[src/rtl/hub_block_tx_if.sv]
// Hub block transmit bus between the block sender and its consumer.
// Carries one quadlet per valid/ready handshake.
interface hub_block_tx_if;
    logic        tx_valid;
    logic        tx_ready;
    logic [15:0] tx_addr;
    logic [31:0] tx_data;
    logic        tx_last;

    modport master (
        output tx_valid, tx_addr, tx_data, tx_last,
        input  tx_ready
    );

    modport slave (
        input  tx_valid, tx_addr, tx_data, tx_last,
        output tx_ready
    );
endinterface

[src/rtl/hub_block_tx.sv]
// Broadcasts this board's real-time block to the hub, one quadlet at a time.
// Header is built internally; later quadlets come from a 1-cycle-latency source.
module hub_block_tx #(
    parameter int USE_FW    = 1,
    parameter int MAX_QUADS = 64
) (
    input  logic           sysclk,
    input  logic           reset,
    input  logic           write_trig,
    output logic           write_trig_reset,
    input  logic [15:0]    sequence_i,
    input  logic [3:0]     board_id,
    input  logic [7:0]     blk_size,
    output logic [7:0]     src_raddr,
    input  logic [31:0]    src_rdata,
    output logic           busy,
    output logic           done,
    output logic           size_err,
    hub_block_tx_if.master tx
);

    localparam logic [8:0] MaxQ = 9'(MAX_QUADS);

    typedef enum logic [2:0] {
        IDLE,
        SEND,
        FETCH,
        WAIT,
        DONE
    } state_t;

    state_t      state_q, state_d;
    logic [7:0]  idx_q, idx_d;
    logic [7:0]  raddr_q, raddr_d;
    logic [7:0]  size_q, size_d;
    logic [15:0] seq_q, seq_d;
    logic [3:0]  id_q, id_d;
    logic [31:0] data_q, data_d;
    logic        wtr_q, wtr_d;
    logic        serr_q, serr_d;

    logic trig;
    logic size_ok;
    logic last;

    // The requester only drops write_trig after seeing the acknowledge,
    // so a trigger is not re-sampled in the cycle the acknowledge is out.
    assign trig    = (USE_FW != 0) && write_trig && !wtr_q;
    assign size_ok = (blk_size >= 8'd3) && ({1'b0, blk_size} <= MaxQ);
    assign last    = (idx_q == size_q - 8'd1);

    // Next-state, latching and datapath selection
    always_comb begin
        state_d = state_q;
        idx_d   = idx_q;
        raddr_d = raddr_q;
        size_d  = size_q;
        seq_d   = seq_q;
        id_d    = id_q;
        data_d  = data_q;
        wtr_d   = 1'b0;
        serr_d  = 1'b0;
        unique case (state_q)
            IDLE: begin
                if (trig) begin
                    wtr_d = 1'b1;
                    if (size_ok) begin
                        seq_d   = sequence_i;
                        id_d    = board_id;
                        size_d  = blk_size;
                        idx_d   = 8'd0;
                        data_d  = {sequence_i, 8'd0, blk_size};
                        state_d = SEND;
                    end else begin
                        serr_d = 1'b1;
                    end
                end
            end
            SEND: begin
                if (tx.tx_ready) begin
                    if (last) begin
                        state_d = DONE;
                    end else begin
                        idx_d   = idx_q + 8'd1;
                        raddr_d = idx_q + 8'd1;
                        state_d = FETCH;
                    end
                end
            end
            FETCH: begin
                state_d = WAIT;
            end
            WAIT: begin
                data_d = src_rdata;
                if (idx_q == 8'd2) begin
                    data_d[27:24] = id_q;
                end
                state_d = SEND;
            end
            DONE: begin
                idx_d   = 8'd0;
                state_d = IDLE;
            end
            default: begin
                state_d = IDLE;
            end
        endcase
    end

    // State and datapath registers with synchronous reset
    always_ff @(posedge sysclk) begin
        if (reset) begin
            state_q <= IDLE;
            idx_q   <= 8'd0;
            raddr_q <= 8'd0;
            size_q  <= 8'd0;
            seq_q   <= 16'd0;
            id_q    <= 4'd0;
            data_q  <= 32'd0;
            wtr_q   <= 1'b0;
            serr_q  <= 1'b0;
        end else begin
            state_q <= state_d;
            idx_q   <= idx_d;
            raddr_q <= raddr_d;
            size_q  <= size_d;
            seq_q   <= seq_d;
            id_q    <= id_d;
            data_q  <= data_d;
            wtr_q   <= wtr_d;
            serr_q  <= serr_d;
        end
    end

    assign tx.tx_valid      = (state_q == SEND);
    assign tx.tx_addr       = {8'h10, idx_q};
    assign tx.tx_data       = data_q;
    assign tx.tx_last       = last;
    assign busy             = (state_q != IDLE);
    assign done             = (state_q == DONE);
    assign size_err         = serr_q;
    assign write_trig_reset = wtr_q;
    assign src_raddr        = raddr_q;

endmodule
[src/flat_wrapper.sv]
// flat-port wrapper written by rule: the top's interface ports become plain ports
module hub_block_tx_flat 
#(
    parameter int USE_FW    = 1,
    parameter int MAX_QUADS = 64
)
  (sysclk, reset, write_trig, write_trig_reset, sequence_i, board_id, blk_size, src_raddr, src_rdata, busy, done, size_err, tx_tx_valid, tx_tx_addr, tx_tx_data, tx_tx_last, tx_tx_ready);
  hub_block_tx_if tx_i ();
  input  logic sysclk;
  input  logic reset;
  input  logic write_trig;
  output logic write_trig_reset;
  input  logic [15:0] sequence_i;
  input  logic [3:0] board_id;
  input  logic [7:0] blk_size;
  output logic [7:0] src_raddr;
  input  logic [31:0] src_rdata;
  output logic busy;
  output logic done;
  output logic size_err;
  output wire logic [$bits(tx_i.tx_valid)-1:0] tx_tx_valid;
  output wire logic [$bits(tx_i.tx_addr)-1:0] tx_tx_addr;
  output wire logic [$bits(tx_i.tx_data)-1:0] tx_tx_data;
  output wire logic [$bits(tx_i.tx_last)-1:0] tx_tx_last;
  input wire logic [$bits(tx_i.tx_ready)-1:0] tx_tx_ready;
  assign tx_tx_valid = tx_i.tx_valid;
  assign tx_tx_addr = tx_i.tx_addr;
  assign tx_tx_data = tx_i.tx_data;
  assign tx_tx_last = tx_i.tx_last;
  assign tx_i.tx_ready = tx_tx_ready;
  hub_block_tx #(.USE_FW(USE_FW), .MAX_QUADS(MAX_QUADS)) u_core (.sysclk(sysclk), .reset(reset), .write_trig(write_trig), .write_trig_reset(write_trig_reset), .sequence_i(sequence_i), .board_id(board_id), .blk_size(blk_size), .src_raddr(src_raddr), .src_rdata(src_rdata), .busy(busy), .done(done), .size_err(size_err), .tx(tx_i));
endmodule
[config.mk]
export PLATFORM = sky130hd
export DESIGN_NAME = hub_block_tx_flat
export DESIGN_NICKNAME = d
export VERILOG_FILES = /design/src/rtl/hub_block_tx_if.sv /design/src/rtl/hub_block_tx.sv /design/src/flat_wrapper.sv
export SDC_FILE = /design/constraint.sdc
export NUM_CORES = 1
export LEC_CHECK = 0
export BUFFER_PORTS_ARGS = -buffer_cell sky130_fd_sc_hd__clkbuf_2
export CAP_MARGIN = 10
export CORE_MARGIN = 5
export CORE_UTILIZATION = 44
export DETAILED_ROUTE_END_ITERATION = 16
export PLACE_DENSITY = 0.77
export SLEW_MARGIN = 10
export SYNTH_ARGS = -nofsm -noshare
export SYNTH_HDL_FRONTEND = slang
export SYNTH_SLANG_ARGS = --single-unit
export TNS_END_PERCENT = 5
[constraint.sdc]
create_clock -name sysclk -period 2.5 [get_ports sysclk]
set_input_delay 0.25 -clock sysclk [delete_from_list [all_inputs] [get_ports sysclk]]
set_output_delay 0.25 -clock sysclk [all_outputs]
set_load 0.02 [all_outputs]
==> metrics <==
Crit path required time=between 2 and 2.5 ns; I/O Buffers=roughly 120; initial antenna violation count=0; dpl ws=between 0.03 and 0.04 ns; DP Wirelength=between 6 and 7 mm; Starting Density=0.459; worst vdd ir=370 µV; compound-cell area share of the yosys netlist=0.184; Pwr Total=2.63 mW; Main synth FF type=dfxtp_1; Sink Count=65; Arr. time, crit path=approximately 2.2 ns; most frequent cell after synthesis=nand2_1; worst rel slew slack=0.527; MaxCap Viol Count=0; global route overflow=0; Mapped Area=approximately 3200 µm²; fin crit share=0.977; Mapped Cells=about 400; Achievable Freq=approximately 410 MHz; Clock Pin Slew Worst Setup and Hold Paths=approximately 0.080 ns; max incr delay on CP=around 0.52 ns; final worst slack=between 0.05 and 0.06 ns; Async SR Flop Fraction=0; Power Density=around 630 nW/µm²; Synth area leader=dfxtp_1; R2R Path Start=u_core.size_q[3]; root buffer cell=clkbuf_8; Crit-path slowest cell=or4_4; hold depth=3; routed len/inst=between 10 and 15 µm; DR DRC count=0; die area=~9000 µm²; pin count of the biggest net entering global routing=42; distinct cell type count after synthesis=46; Longest Clk Path Bufs=2; top-area cell type share of the netlist area=0.413; DR pass1 iterations=4; main combinational cell family by area after synthesis=simple AND/OR/NAND/NOR gates; ANT nets after route=0; DIE WIDTH=94.7 µm; # fillers=between 600 and 700; post-synthesis mux area share=0.0175; gpl congestion=between 0.8 and 0.9; status=complete, no violations; yosys warns=0; vias in the first global route=3071; Post-Synth XOR/XNOR Area=0.0444; Ports=around 130; Hold Path Class=in -> reg; Fin. Hold Viols=0; first-pass GRT wire length=approximately 14 mm; setup slack, reg-to-reg=~0.090 ns; total routed wirelength=a little under 9 mm; Post-synth EDFFs=0; Simple-Gate Fraction of Synth Area=0.258; critical path, cell by cell=or4_4 -> or3_1 -> a21oi_2 -> nand2_2 -> a21oi_4 -> buf_8; Tmin final=between 2 and 2.5 ns; H-tree lvl count=3; CTS Hold Bufs=0; Seq cells post-synth=65; Vias=3229; TritonCTS clock tree=done; min-delay src=src_rdata[7]; TritonCTS Buffers=9; CP max FO=6; main area contributors after synthesis=dfxtp_1 (41%), nand2_1 (10%), nor2_1 (5.2%); Slew @ Worst Pin=a little over 0.7 ns; DR iter-0 viols=approximately 160; Rows=30; Post-Synth Adder-Cell Area=0.0119; R2R Path End=u_core.idx_q[5]; Layout area overhead=32.8%; global-route usage over all layers=0.203; unrepaired setup endpoints after global routing=true; ant diodes=0; crit path launch type=register; Hold Path End=u_core.tx.tx_data[7]; Clock Latency Late Sink=between 0.3 and 0.4 ns; post-synthesis sequential area ratio=0.413; Fin Clk Skew=approximately 0.0078 ns; worst hold margin=between 0.1 and 0.15 ns; Critical Path End Type=output pin; final setup fails=0; core footprint=approximately 7000 µm²; Slew Viols, Final=0; commonest cells in the netlist=nand2_1 (87), dfxtp_1 (65), nor2_1 (44), clkbuf_1 (25), a21oi_1 (23); routed vias/inst=around 5.3; fin nets=581; Worst Setup Path Type=reg -> out; syn avg cell area=7.91 µm²; Die Y=approximately 95 µm; worst-case reg-to-reg path depth=8; fraction of layout cells with a size suffix above 1=0.347; P_leak=between 1.5 and 2 nW
## what timing repair did
item                                   4_1_cts  5_1_grt
gates cloned                                 0        0
setup endpoints to repair                    1        6
endpoints found under the hold margin        0        0
resized for setup                           11       10
pin swaps                                    3        5
setup buffers                                1        4
## final cells by class
cell class / count / area [µm²] / share of cell area
clock buffer: 9 / 124 / 0.0296
tap: 96 / 120 / 0.0287
multi-input combinational: 293 / 1710 / 0.409
clock inverter: 7 / 143 / 0.0341
timing repair buffer: 136 / 742 / 0.177
inverter: 9 / 36.3 / 0.00866
sequential: 65 / 1310 / 0.313
## sequential cells by signal (all words and copies together), names as in the netlist
signal,flops
u_core.write_trig_reset,1
u_core.state_q,3
u_core.tx.tx_data,32
u_core.idx_q,8
u_core.size_err,1
u_core.src_raddr,8
u_core.id_q,4
u_core.size_q,8
## layer usage
metal	track usage	vias to the layer above	part of all wire
met5	0	-	0
met4	0.0721	0	0.020
li1	-	1597	-
met2	0.338	134	0.49
met1	0.232	1481	0.40
met3	0.0876	17	0.098
## worst max-delay path: cells and delay by family, from the launching register on
kind                   cells  cell delay, ns
and+or+nand+nor            3            0.96
buffers and inverters      1            0.14
DFF                        1            0.36
AOI/OAI and AO/OA          2            0.39
## worst max-delay path by stage
stage                           startpoint              end  slack (ns)  depth (start not counted)
final                     u_core.size_q[3]       tx_tx_last        0.06                          6
after global placement    u_core.size_q[0]  u_core.idx_q[4]        0.15                          9
after detailed placement  u_core.size_q[0]  u_core.idx_q[5]        0.04                          9
after CTS                 u_core.size_q[1]       tx_tx_last       0.008                          9
after floorplan           u_core.size_q[0]  u_core.idx_q[4]        0.01                         10
after global routing      u_core.size_q[1]       tx_tx_last       -0.04                          9
## cell families after synthesis
kind of cell / count (synthesis)
multiplexers: 5
flip-flops: 65
XOR/XNOR: 16
buffers and inverters: 47
adder cells (fa/ha/maj): 3
AO/OA/AOI/OAI: 79
other: 2
AND/OR/NAND/NOR: 182
## through the flow
step / TNS, ns / util / cells / instance area [µm²]
final: 0 / 0.610 / 615 / 4190
after global routing: -0.0845 / 0.610 / 615 / 4190
after global placement: 0 / 0.555 / 594 / 3810
after floorplan: 0 / - / 405 / 3180
after detailed placement: 0 / 0.555 / 594 / 3810
after CTS: 0 / 0.601 / 611 / 4130
## layout by cell type, fill, tap and decap left out, types with 3 or more instances in the layout
cell       instances
nor3b_1            3
o21ai_0            5
nand3_1           15
inv_1              7
buf_4             18
a311oi_1          16
a31oi_1            9
nand2b_1           3
conb_1             8
and4b_1            4
a221o_1            4
a21oi_1           22
mux2_2             4
or2_2              3
nand2_1           86
clkbuf_2         116
xnor2_1            6
bufinv_16          4
dfxtp_1           62
xor2_1            10
nor2_1            43
nand3b_1           5
nor3_1             6
clkbuf_8           9
a211oi_1           6
## power breakdown
part           internal [mW]  total (mW)  switching, mW  leakage, nW
Combinational          0.142       0.344          0.202         1.18
Clock                  0.765        1.19          0.429        0.133
Sequential              1.07        1.10         0.0263        0.529
(Power assumes the default switching activity.)
